`src/rtl/cpu_pkg.sv`:
```
`default_nettype none
// ============================================================================
//  Module      : cpu_pkg
//  Description : Shared CPU definitions: opcode encodings, addressing-mode
//                constants, instruction-register field positions and the
//                fetch-stage state encoding.
//  Revision    : 1.0 - initial release
// ============================================================================
package cpu_pkg;

    // Opcode encodings (IR[31:28])
    localparam logic [3:0] OP_NOOP = 4'd0;
    localparam logic [3:0] OP_LOD  = 4'd1;
    localparam logic [3:0] OP_STR  = 4'd2;
    localparam logic [3:0] OP_BRA  = 4'd4;
    localparam logic [3:0] OP_BRR  = 4'd5;
    localparam logic [3:0] OP_BNE  = 4'd6;
    localparam logic [3:0] OP_ALU  = 4'd8;
    localparam logic [3:0] OP_HLT  = 4'd15;

    // Addressing mode: immediate
    localparam logic [3:0] AM_IMM  = 4'd8;

    // Instruction-register field positions
    localparam int OPCODE_MSB = 31;
    localparam int OPCODE_LSB = 28;
    localparam int MM_MSB     = 27;
    localparam int MM_LSB     = 24;
    localparam int IMM_MSB    = 15;
    localparam int IMM_LSB    = 0;
    localparam int IMM_W      = IMM_MSB - IMM_LSB + 1;

    // Fetch-stage states
    typedef enum logic [0:0] {
        IDLE     = 1'b0,
        WAIT_ACK = 1'b1
    } fetch_state_e;

endpackage
`default_nettype wire

```
`src/rtl/pc_next_calc.sv`:
```
`default_nettype none
// ============================================================================
//  Module      : pc_next_calc
//  Description : Combinational next-PC computation. The base is PC or PC+1
//                (inc_en); a branch (br_en) replaces it with either the
//                absolute target IMM[ADDR_W-1:0] (br_sel=1) or the relative
//                target base+sext(IMM) (br_sel=0), wrapping mod 2^ADDR_W.
//  Revision    : 1.0 - initial release
// ============================================================================
module pc_next_calc
    import cpu_pkg::*;
#(
    parameter int ADDR_W = 16
) (
    input  logic [ADDR_W-1:0] pc,
    input  logic [IMM_W-1:0]  imm,
    input  logic              br_sel,
    input  logic              inc_en,
    input  logic              br_en,
    output logic [ADDR_W-1:0] pc_next
);

    logic [ADDR_W-1:0] imm_sext;
    logic [ADDR_W-1:0] imm_abs;
    logic [ADDR_W-1:0] pc_base;

    // Immediate sign-extended to (or truncated to) the address width
    generate
        if (ADDR_W > IMM_W) begin : g_imm_wide
            assign imm_sext = {{(ADDR_W-IMM_W){imm[IMM_W-1]}}, imm};
            assign imm_abs  = {{(ADDR_W-IMM_W){1'b0}}, imm};
        end else begin : g_imm_narrow
            assign imm_sext = imm[ADDR_W-1:0];
            assign imm_abs  = imm[ADDR_W-1:0];
        end
    endgenerate

    // Select sequential, relative or absolute next PC
    always_comb begin
        pc_base = pc + {{(ADDR_W-1){1'b0}}, inc_en};
        pc_next = pc_base;
        if (br_en) begin
            pc_next = br_sel ? imm_abs : (pc_base + imm_sext);
        end
    end

endmodule
`default_nettype wire

```
`src/rtl/fetch_unit.sv`:
```
`default_nettype none
// ============================================================================
//  Module      : fetch_unit
//  Description : Instruction-fetch stage. Owns PC and IR, runs the req/ack
//                handshake to instruction memory and applies the controller's
//                fetch / branch / PC-reset commands (edge-triggered).
//  Options     : FETCH_TIMEOUT_EN - abort a fetch after TIMEOUT cycles
//                without ACK, load a noop and raise sticky FETCH_ERR.
//  Revision    : 1.0 - initial release
// ============================================================================
module fetch_unit
    import cpu_pkg::*;
#(
    parameter int                ADDR_W   = 16,
    parameter int                INSTR_W  = 32,
    parameter logic [ADDR_W-1:0] RESET_PC = '0,
    parameter int                TIMEOUT  = 15
) (
    input  logic               CLK,
    input  logic               RST_F,
    input  logic               PC_RST,
    input  logic               PC_WRITE,
    input  logic               PC_SEL,
    input  logic               BR_SEL,
    output logic               IMEM_REQ,
    output logic [ADDR_W-1:0]  IMEM_ADDR,
    input  logic               IMEM_ACK,
    input  logic [INSTR_W-1:0] IMEM_RDATA,
    output logic [3:0]         OPCODE,
    output logic [3:0]         MM,
    output logic [INSTR_W-1:0] IR,
    output logic [ADDR_W-1:0]  PC,
    output logic               FETCH_BUSY,
    output logic               FETCH_ERR
);

    fetch_state_e       state_q, state_d;
    logic [ADDR_W-1:0]  pc_q, pc_d;
    logic [INSTR_W-1:0] ir_q, ir_d;
    logic               req_q, req_d;
    logic [ADDR_W-1:0]  addr_q, addr_d;
    logic               busy_q, busy_d;
    logic               wr_prev_q, wr_prev_d;
    logic               sel_prev_q, sel_prev_d;
    logic               pend_q, pend_d;
    logic               pend_sel_q, pend_sel_d;

    logic               wr_rise;
    logic               sel_rise;

    logic [IMM_W-1:0]   calc_imm;
    logic               calc_br_sel;
    logic               calc_inc_en;
    logic               calc_br_en;
    logic [ADDR_W-1:0]  calc_pc;

`ifdef FETCH_TIMEOUT_EN
    localparam int CNT_W = (TIMEOUT > 1) ? $clog2(TIMEOUT) : 1;
    logic [CNT_W-1:0]   cnt_q, cnt_d;
    logic               err_q, err_d;
`endif

    assign wr_rise  = PC_WRITE & ~wr_prev_q;
    assign sel_rise = PC_SEL   & ~sel_prev_q;

    // Single shared next-PC datapath; operands steered by the FSM below
    pc_next_calc #(
        .ADDR_W  (ADDR_W)
    ) u_pc_next_calc (
        .pc      (pc_q),
        .imm     (calc_imm),
        .br_sel  (calc_br_sel),
        .inc_en  (calc_inc_en),
        .br_en   (calc_br_en),
        .pc_next (calc_pc)
    );

    // Next-state, handshake and PC/IR update logic
    always_comb begin
        state_d     = state_q;
        pc_d        = pc_q;
        ir_d        = ir_q;
        req_d       = req_q;
        addr_d      = addr_q;
        busy_d      = busy_q;
        wr_prev_d   = PC_WRITE;
        sel_prev_d  = PC_SEL;
        pend_d      = pend_q;
        pend_sel_d  = pend_sel_q;
        calc_imm    = ir_q[IMM_MSB:IMM_LSB];
        calc_br_sel = BR_SEL;
        calc_inc_en = 1'b0;
        calc_br_en  = 1'b0;
`ifdef FETCH_TIMEOUT_EN
        cnt_d       = cnt_q;
        err_d       = err_q;
`endif

        case (state_q)
            IDLE: begin
                // Branch uses the current IR and the already-incremented PC;
                // with no branch calc_pc is simply pc_q, so a simultaneous
                // fetch is issued at whichever address results.
                calc_br_en = sel_rise;
                if (sel_rise) begin
                    pc_d = calc_pc;
                end
                if (wr_rise) begin
                    state_d = WAIT_ACK;
                    req_d   = 1'b1;
                    busy_d  = 1'b1;
                    addr_d  = calc_pc;
                end
`ifdef FETCH_TIMEOUT_EN
                cnt_d = '0;
`endif
            end

            WAIT_ACK: begin
                // On ACK the target comes from the incoming word and PC+1
                calc_imm    = IMEM_RDATA[IMM_MSB:IMM_LSB];
                calc_inc_en = 1'b1;
                calc_br_en  = pend_q | sel_rise;
                calc_br_sel = sel_rise ? BR_SEL : pend_sel_q;
                if (sel_rise) begin
                    pend_d     = 1'b1;
                    pend_sel_d = BR_SEL;
                end
                if (IMEM_ACK) begin
                    ir_d    = IMEM_RDATA;
                    pc_d    = calc_pc;
                    req_d   = 1'b0;
                    busy_d  = 1'b0;
                    pend_d  = 1'b0;
                    state_d = IDLE;
                end
`ifdef FETCH_TIMEOUT_EN
                else if (cnt_q == CNT_W'(TIMEOUT - 1)) begin
                    ir_d    = '0;
                    req_d   = 1'b0;
                    busy_d  = 1'b0;
                    pend_d  = 1'b0;
                    err_d   = 1'b1;
                    state_d = IDLE;
                end else begin
                    cnt_d = cnt_q + 1'b1;
                end
`endif
            end

            default: begin
                state_d = IDLE;
            end
        endcase

        // Controller-issued clear wins over everything, including a fetch
        if (PC_RST) begin
            state_d    = IDLE;
            pc_d       = RESET_PC;
            ir_d       = '0;
            req_d      = 1'b0;
            addr_d     = '0;
            busy_d     = 1'b0;
            wr_prev_d  = 1'b0;
            sel_prev_d = 1'b0;
            pend_d     = 1'b0;
            pend_sel_d = 1'b0;
`ifdef FETCH_TIMEOUT_EN
            cnt_d      = '0;
            err_d      = 1'b0;
`endif
        end
    end

    // State and datapath registers with asynchronous active-low reset
    always_ff @(posedge CLK or negedge RST_F) begin
        if (!RST_F) begin
            state_q    <= IDLE;
            pc_q       <= RESET_PC;
            ir_q       <= '0;
            req_q      <= 1'b0;
            addr_q     <= '0;
            busy_q     <= 1'b0;
            wr_prev_q  <= 1'b0;
            sel_prev_q <= 1'b0;
            pend_q     <= 1'b0;
            pend_sel_q <= 1'b0;
        end else begin
            state_q    <= state_d;
            pc_q       <= pc_d;
            ir_q       <= ir_d;
            req_q      <= req_d;
            addr_q     <= addr_d;
            busy_q     <= busy_d;
            wr_prev_q  <= wr_prev_d;
            sel_prev_q <= sel_prev_d;
            pend_q     <= pend_d;
            pend_sel_q <= pend_sel_d;
        end
    end

`ifdef FETCH_TIMEOUT_EN
    // Timeout counter and sticky error flag
    always_ff @(posedge CLK or negedge RST_F) begin
        if (!RST_F) begin
            cnt_q <= '0;
            err_q <= 1'b0;
        end else begin
            cnt_q <= cnt_d;
            err_q <= err_d;
        end
    end
    assign FETCH_ERR = err_q;
`else
    assign FETCH_ERR = 1'b0;
`endif

    assign IMEM_REQ   = req_q;
    assign IMEM_ADDR  = addr_q;
    assign IR         = ir_q;
    assign OPCODE     = ir_q[OPCODE_MSB:OPCODE_LSB];
    assign MM         = ir_q[MM_MSB:MM_LSB];
    assign PC         = pc_q;
    assign FETCH_BUSY = busy_q;

endmodule
`default_nettype wire

```
`config.mk`:
```
export PLATFORM = sky130hd
export DESIGN_NAME = fetch_unit
export DESIGN_NICKNAME = d
export VERILOG_FILES = /design/src/rtl/cpu_pkg.sv /design/src/rtl/pc_next_calc.sv /design/src/rtl/fetch_unit.sv
export SDC_FILE = /design/constraint.sdc
export NUM_CORES = 1
export LEC_CHECK = 0
export ABC_CLOCK_PERIOD_IN_PS = 5100
export CAP_MARGIN = 15
export CORE_ASPECT_RATIO = 0.8
export CORE_MARGIN = 3
export CORE_UTILIZATION = 30
export DETAILED_ROUTE_END_ITERATION = 10
export PLACE_DENSITY = 0.5
export SLEW_MARGIN = 20
export SYNTH_ARGS = -nofsm -noshare
export SYNTH_HDL_FRONTEND = slang
export SYNTH_SLANG_ARGS = --single-unit
```
`constraint.sdc`:
```
create_clock -name CLK -period 5.1 [get_ports CLK]
set_input_delay 0.765 -clock CLK [delete_from_list [all_inputs] [get_ports CLK]]
set_output_delay 0.765 -clock CLK [all_outputs]
set_load 0.02 [all_outputs]
```
# Word level (Yosys, flattened, before mapping)
# Cells that the tools add are included.
# totals
out_inout_bits	75
reg_bits	70
wordCells	63
# classes
n_eq_ne	4
addsub	2
bitwise	6
n_reduce_logical	9
n_mux	33
# op_table
cell	count
16-bit two-way mux	9
32-bit two-way mux	3
16-bit case mux with 2 select lines	1
1-bit two-way mux	17
16-bit by 1-bit adder with 16-bit output	1
16-bit adder	1
2-bit AND reduction	5
3-bit inequality test, second input constant	3
1-bit case mux with 2 select lines	3
2-bit nonzero test	3
1-bit inverter	3
3-bit nonzero test	1
1-bit AND	2
2-bit inequality test, second input constant	1
1-bit bitwise OR	1

# Longest topological paths before layout
# logic_depth
depth_word	9
ltp_mapped	14

# Cells and area by module
# From an unflattened synthesis, not the netlist that was laid out.
# hier_totals
cells_unflattened	410
area_unflattened_um2	4284.1
# modules_own_cells
mod	area_per_inst_um2	cells_each	instances
fetch_unit	2940.3	214	1
pc_next_calc	1343.8	196	1

# Worst setup path before layout
# No wires, ideal clock.
# synth_timing
kind	flip-flop to flip-flop
start	register pc_q[0] (netlist: PC[0])
end	register addr_q[11] (netlist: IMEM_ADDR[11])
t_required_ns	4.973
setup_slack_ns	2.088
path_stages_with_launch	14
period_less_slack_ns	3.012
arrival_ns	2.885
path_cell_list	dfrtp_1 -> ha_1 -> and3_1 -> buf_2 -> and3_1 -> nand3_1 -> xnor2_1 -> ha_1 -> clkbuf_1 -> a21o_1 -> or2_2 -> or3_1 -> a21oi_1 -> o31ai_1
# synth_via
elab_chain_cells	7
# synth_rtl
item	line_no	source
start: declaration	fetch_unit.sv:38	logic [ADDR_W-1:0] pc_q, pc_d;
start signal: assignment	fetch_unit.sv:190	pc_q <= pc_d;
16-bit by 1-bit adder with 16-bit output (*)	pc_next_calc.sv:40	pc_base = pc + {{(ADDR_W-1){1'b0}}, inc_en};
16-bit adder	pc_next_calc.sv:43	pc_next = br_sel ? imm_abs : (pc_base + imm_sext);
16-bit two-way mux	pc_next_calc.sv:43	
16-bit two-way mux (*)	pc_next_calc.sv:42	if (br_en) begin
16-bit two-way mux (*)	fetch_unit.sv:108	if (wr_rise) begin
16-bit two-way mux (*)	fetch_unit.sv:99	case (state_q)
16-bit two-way mux (*)	fetch_unit.sv:157	if (PC_RST) begin
end signal: assignment	fetch_unit.sv:193	addr_q <= addr_d;
end: declaration	fetch_unit.sv:41	logic [ADDR_W-1:0] addr_q, addr_d;
# Every way passes the cells marked *; elsewhere a longest branch is shown, timed or not. The select of a mux whose other input is x is not followed.
# A chain may end at the register's enable or synchronous reset.

# Worst setup path in the final report
# Ends and elaborated chain as after synthesis.

==> results.tsv <==
metric	value	unit
top_usage_layer	met1	
reg2reg_from	PC[0]	
via_per_inst	5.44	
ys_seq_area_share	39.0	%
path_buf_inv	0	
gp_congestion	0.862	
period_minus_slack	3.47	ns
tritoncts	done	
largest_reg_flops	32	
clock-sinks	70	
wl_per_cell	20.0	um
crit_chain	ha_1 -> and3_1 -> and3_1 -> nand3_1 -> xnor2_1 -> ha_1 -> nand4_1 -> o22ai_1 -> or2_2 -> or3_1 -> a21oi_1 -> o31ai_1	
synthArstFlopShare	100	%
dp_cells	742	
antenna_found_initial	0	
min-delay-start	IR[17]	
p_comb_share	28.3	%
rsz0062_at_grt	no	
syn_area	4490	um^2
power_switching	0.596	mW
r2r_slack	1.63	ns
numCtsBuffers	9	
cap_violations	0	
ir_worst_vdd	167	uV
clock.fmax	288	MHz
status	finished, final reports clean	
postCtsSetupBuffers	0	
startpoint_type	flip-flop	
root_buffer	clkbuf_16	
clockBufferDepth	2	
postSynthAreaPerCell	9.46	um^2
clkPwrFrac	36.0	%
p_int	1.19	mW
vias	4121	
worst_path_max_delay_cell	dfrtp_1	
drv_slew	0	
drive_gt1_share	9.58	%
cp_top_family	simple AND/OR/NAND/NOR gates	
maxSlewHeadroom	38.3	%
hold_class	reg -> reg	
synthCells	475	
crit_path_max_fanout	8	
seqPwrFrac	35.7	%
drt_pass1_iterations	5	
p_leak	2.56	nW
tns	0	ns
syn2layout_area_growth	33.1	%
grt-ovfl-total	0	
first_iter_violations	477	
cts_hold_buf	0	
ant_nets	0	
holdPathStages	1	
track_usage	19.0	%
fp-row-count	39	
use_met3	4.50	%
cts_max_level	3	
die_h	115	um
worst_path_largest_cell_delay	0.43	ns
power_density	298	nW/um^2
diodes	0	
synth-seq-cells	70	
synth_edf_count	0	
fin_util	41.4	%
grt_pass1_wl	24.1	mm
yosysUniqueCellTypes	71	
grt_max_degree	71	
cts_resized	0	
regArea	1750	um^2
top_level_ports	114	
cp-end-kind	flip-flop	
worst_slew_pin_slew	0.926	ns
crit_required	5.31	ns
cp_num_cells	12	
hold_end	IR[17]	
start_util	31.1	%
arrival	3.68	ns
use_met2	27.1	%
p_sw_share	33.5	%
critPathKind	reg -> reg	
dp_hpwl	11.4	mm
routed_wl	15.2	mm
clk_pin_slew	0.06	ns
core_area	14400	um^2
fillers	1426	
fin_skew	0.0111	ns
final-setup-viol-count	0	
multi_input_area	2500	um^2
ys_warn_count	0	
fin_nets	626	
report.final.hold_viol_count	0	
syn-num-nets	532	
clk_latency	0.34	ns
port_buffers	112	
die-area	16500	um^2
r2r_end	IMEM_ADDR[11]	
synth_ff_type	dfrtp_1	
rr_worst_depth	12	
use_met1	28.3	%
final_cells	758	
drc	0	
fp.dieW	143	um
grt_pass1_vias	4168	
finalCritPeriodShare	68.1	%
[cell families (layout without fill, tap and decap cells)]
logic type | after synthesis | after routing | share of synthesized area (%)
AOI/OAI and AO/OA | 162 | 162 | 25.5
xor gates and xnor gates | 23 | 23 | 4.48
adders and majority gates | 18 | 18 | 5.18
buffers and inverters | 43 | 142 | 5.38
DFF | 70 | 70 | 39.0
muxes | 18 | 18 | 4.51
other | 1 | 1 | 0.0835
and+or+nand+nor | 140 | 140 | 15.8
[cell type report]
class / instances / area share [%]
multi-input cells: 362 / 41.8
flip-flops and latches: 70 / 29.3
repair buffers: 119 / 19.6
well taps: 184 / 3.85
clock buffers: 9 / 3.77
clock inverters: 7 / 1.21
inverters: 7 / 0.440
[cell usage in the layout (no fill, tap or decap), types with 7 or more instances in the layout]
cell type / instances
a21o_1: 12
a21oi_1: 25
a22o_1: 33
and3_1: 8
buf_4: 8
clkbuf_16: 9
clkdlybuf4s50_1: 111
dfrtp_1: 70
ha_1: 17
mux2_2: 14
nand2_1: 39
nand2b_1: 7
nand3_1: 26
nand4_1: 7
nor2_1: 17
nor3_1: 9
o21ai_0: 22
o21ai_1: 23
xnor2_1: 17
[synth_stat cells, types with 3 or more instances]
| cell type | n | area share (%) |
|---|---|---|
| xnor2_1 | 17 | 3.3 |
| and2_1 | 3 | 0.42 |
| o21ai_0 | 22 | 2.5 |
| mux2i_1 | 3 | 0.67 |
| clkbuf_1 | 12 | 1.0 |
| inv_1 | 6 | 0.50 |
| ha_1 | 17 | 4.7 |
| a21o_1 | 12 | 2.0 |
| or3_1 | 6 | 0.84 |
| xor2_1 | 6 | 1.2 |
| and3_1 | 8 | 1.1 |
| a2bb2oi_1 | 3 | 0.59 |
| nand2b_1 | 7 | 0.97 |
| buf_4 | 11 | 1.8 |
| nand4_1 | 7 | 0.97 |
| nand2_1 | 39 | 3.3 |
| a21oi_1 | 25 | 2.8 |
| buf_2 | 8 | 0.89 |
| mux2_2 | 14 | 3.5 |
| nor2b_1 | 5 | 0.70 |
| o21ai_1 | 23 | 2.6 |
| nor3_1 | 9 | 1.0 |
| nor2_1 | 18 | 1.5 |
| a22o_1 | 33 | 6.4 |
| nand3_1 | 26 | 2.9 |
| dfrtp_1 | 70 | 39 |
| o31ai_1 | 6 | 1.0 |
| buf_6 | 3 | 0.75 |
| a21boi_1 | 4 | 0.67 |
[how the worst max path moves through the flow]
stage,start,end,slack [ns]
after detailed placement,IMEM_RDATA[0],PC[14],1.40
after floorplan,PC[0],IMEM_ADDR[11],2.09
after global routing,PC[0],PC[12],1.37
final,PC[0],IMEM_ADDR[11],1.63
after CTS,PC[0],IMEM_ADDR[11],1.68
after global placement,IMEM_RDATA[0],PC[14],1.45
[worst reg2reg max path, stage by stage (launching register included)]
cell     delay, ns
dfrtp_1       0.43
ha_1          0.19
and3_1        0.26
and3_1        0.25
nand3_1       0.11
xnor2_1       0.33
ha_1          0.40
nand4_1       0.17
o22ai_1       0.11
or2_2         0.30
or3_1         0.36
a21oi_1       0.29
o31ai_1       0.14
[power by group through the flow]
| stage | Sequential (mW) | Clock, mW | Combinational (mW) |
|---|---|---|---|
| 2_1_floorplan | 0.678 | 0 | 0.260 |
| 3_3_place_gp | 0.646 | 0 | 0.505 |
| 3_5_place_dp | 0.646 | 0 | 0.502 |
| 5_1_grt | 0.643 | 0.679 | 0.551 |
| 4_1_cts | 0.637 | 0.658 | 0.505 |
| 6_report | 0.637 | 0.641 | 0.505 |
[metal layers]
layer,part of all wire [%],vias to the layer above
li1,-,1953
met1,50,2002
met2,41,151
met3,6.8,15
met4,2.1,0
met5,0,-
[through the flow]
| stage | power [mW] | instance area, um^2 | setup WS, ns | hold slack [ns] |
|---|---|---|---|---|
| finish | 1.78 | 5980 | 1.63 | 0.507 |
| global route | 1.87 | 5980 | 1.37 | 0.529 |
| CTS | 1.80 | 5980 | 1.68 | 0.510 |
| detailed placement | 1.15 | 5680 | 1.40 | 0.490 |
| global placement | 1.15 | 5680 | 1.45 | 0.488 |
| floorplan | 0.938 | 4490 | 2.09 | 0.469 |
(Power assumes the default switching activity.)
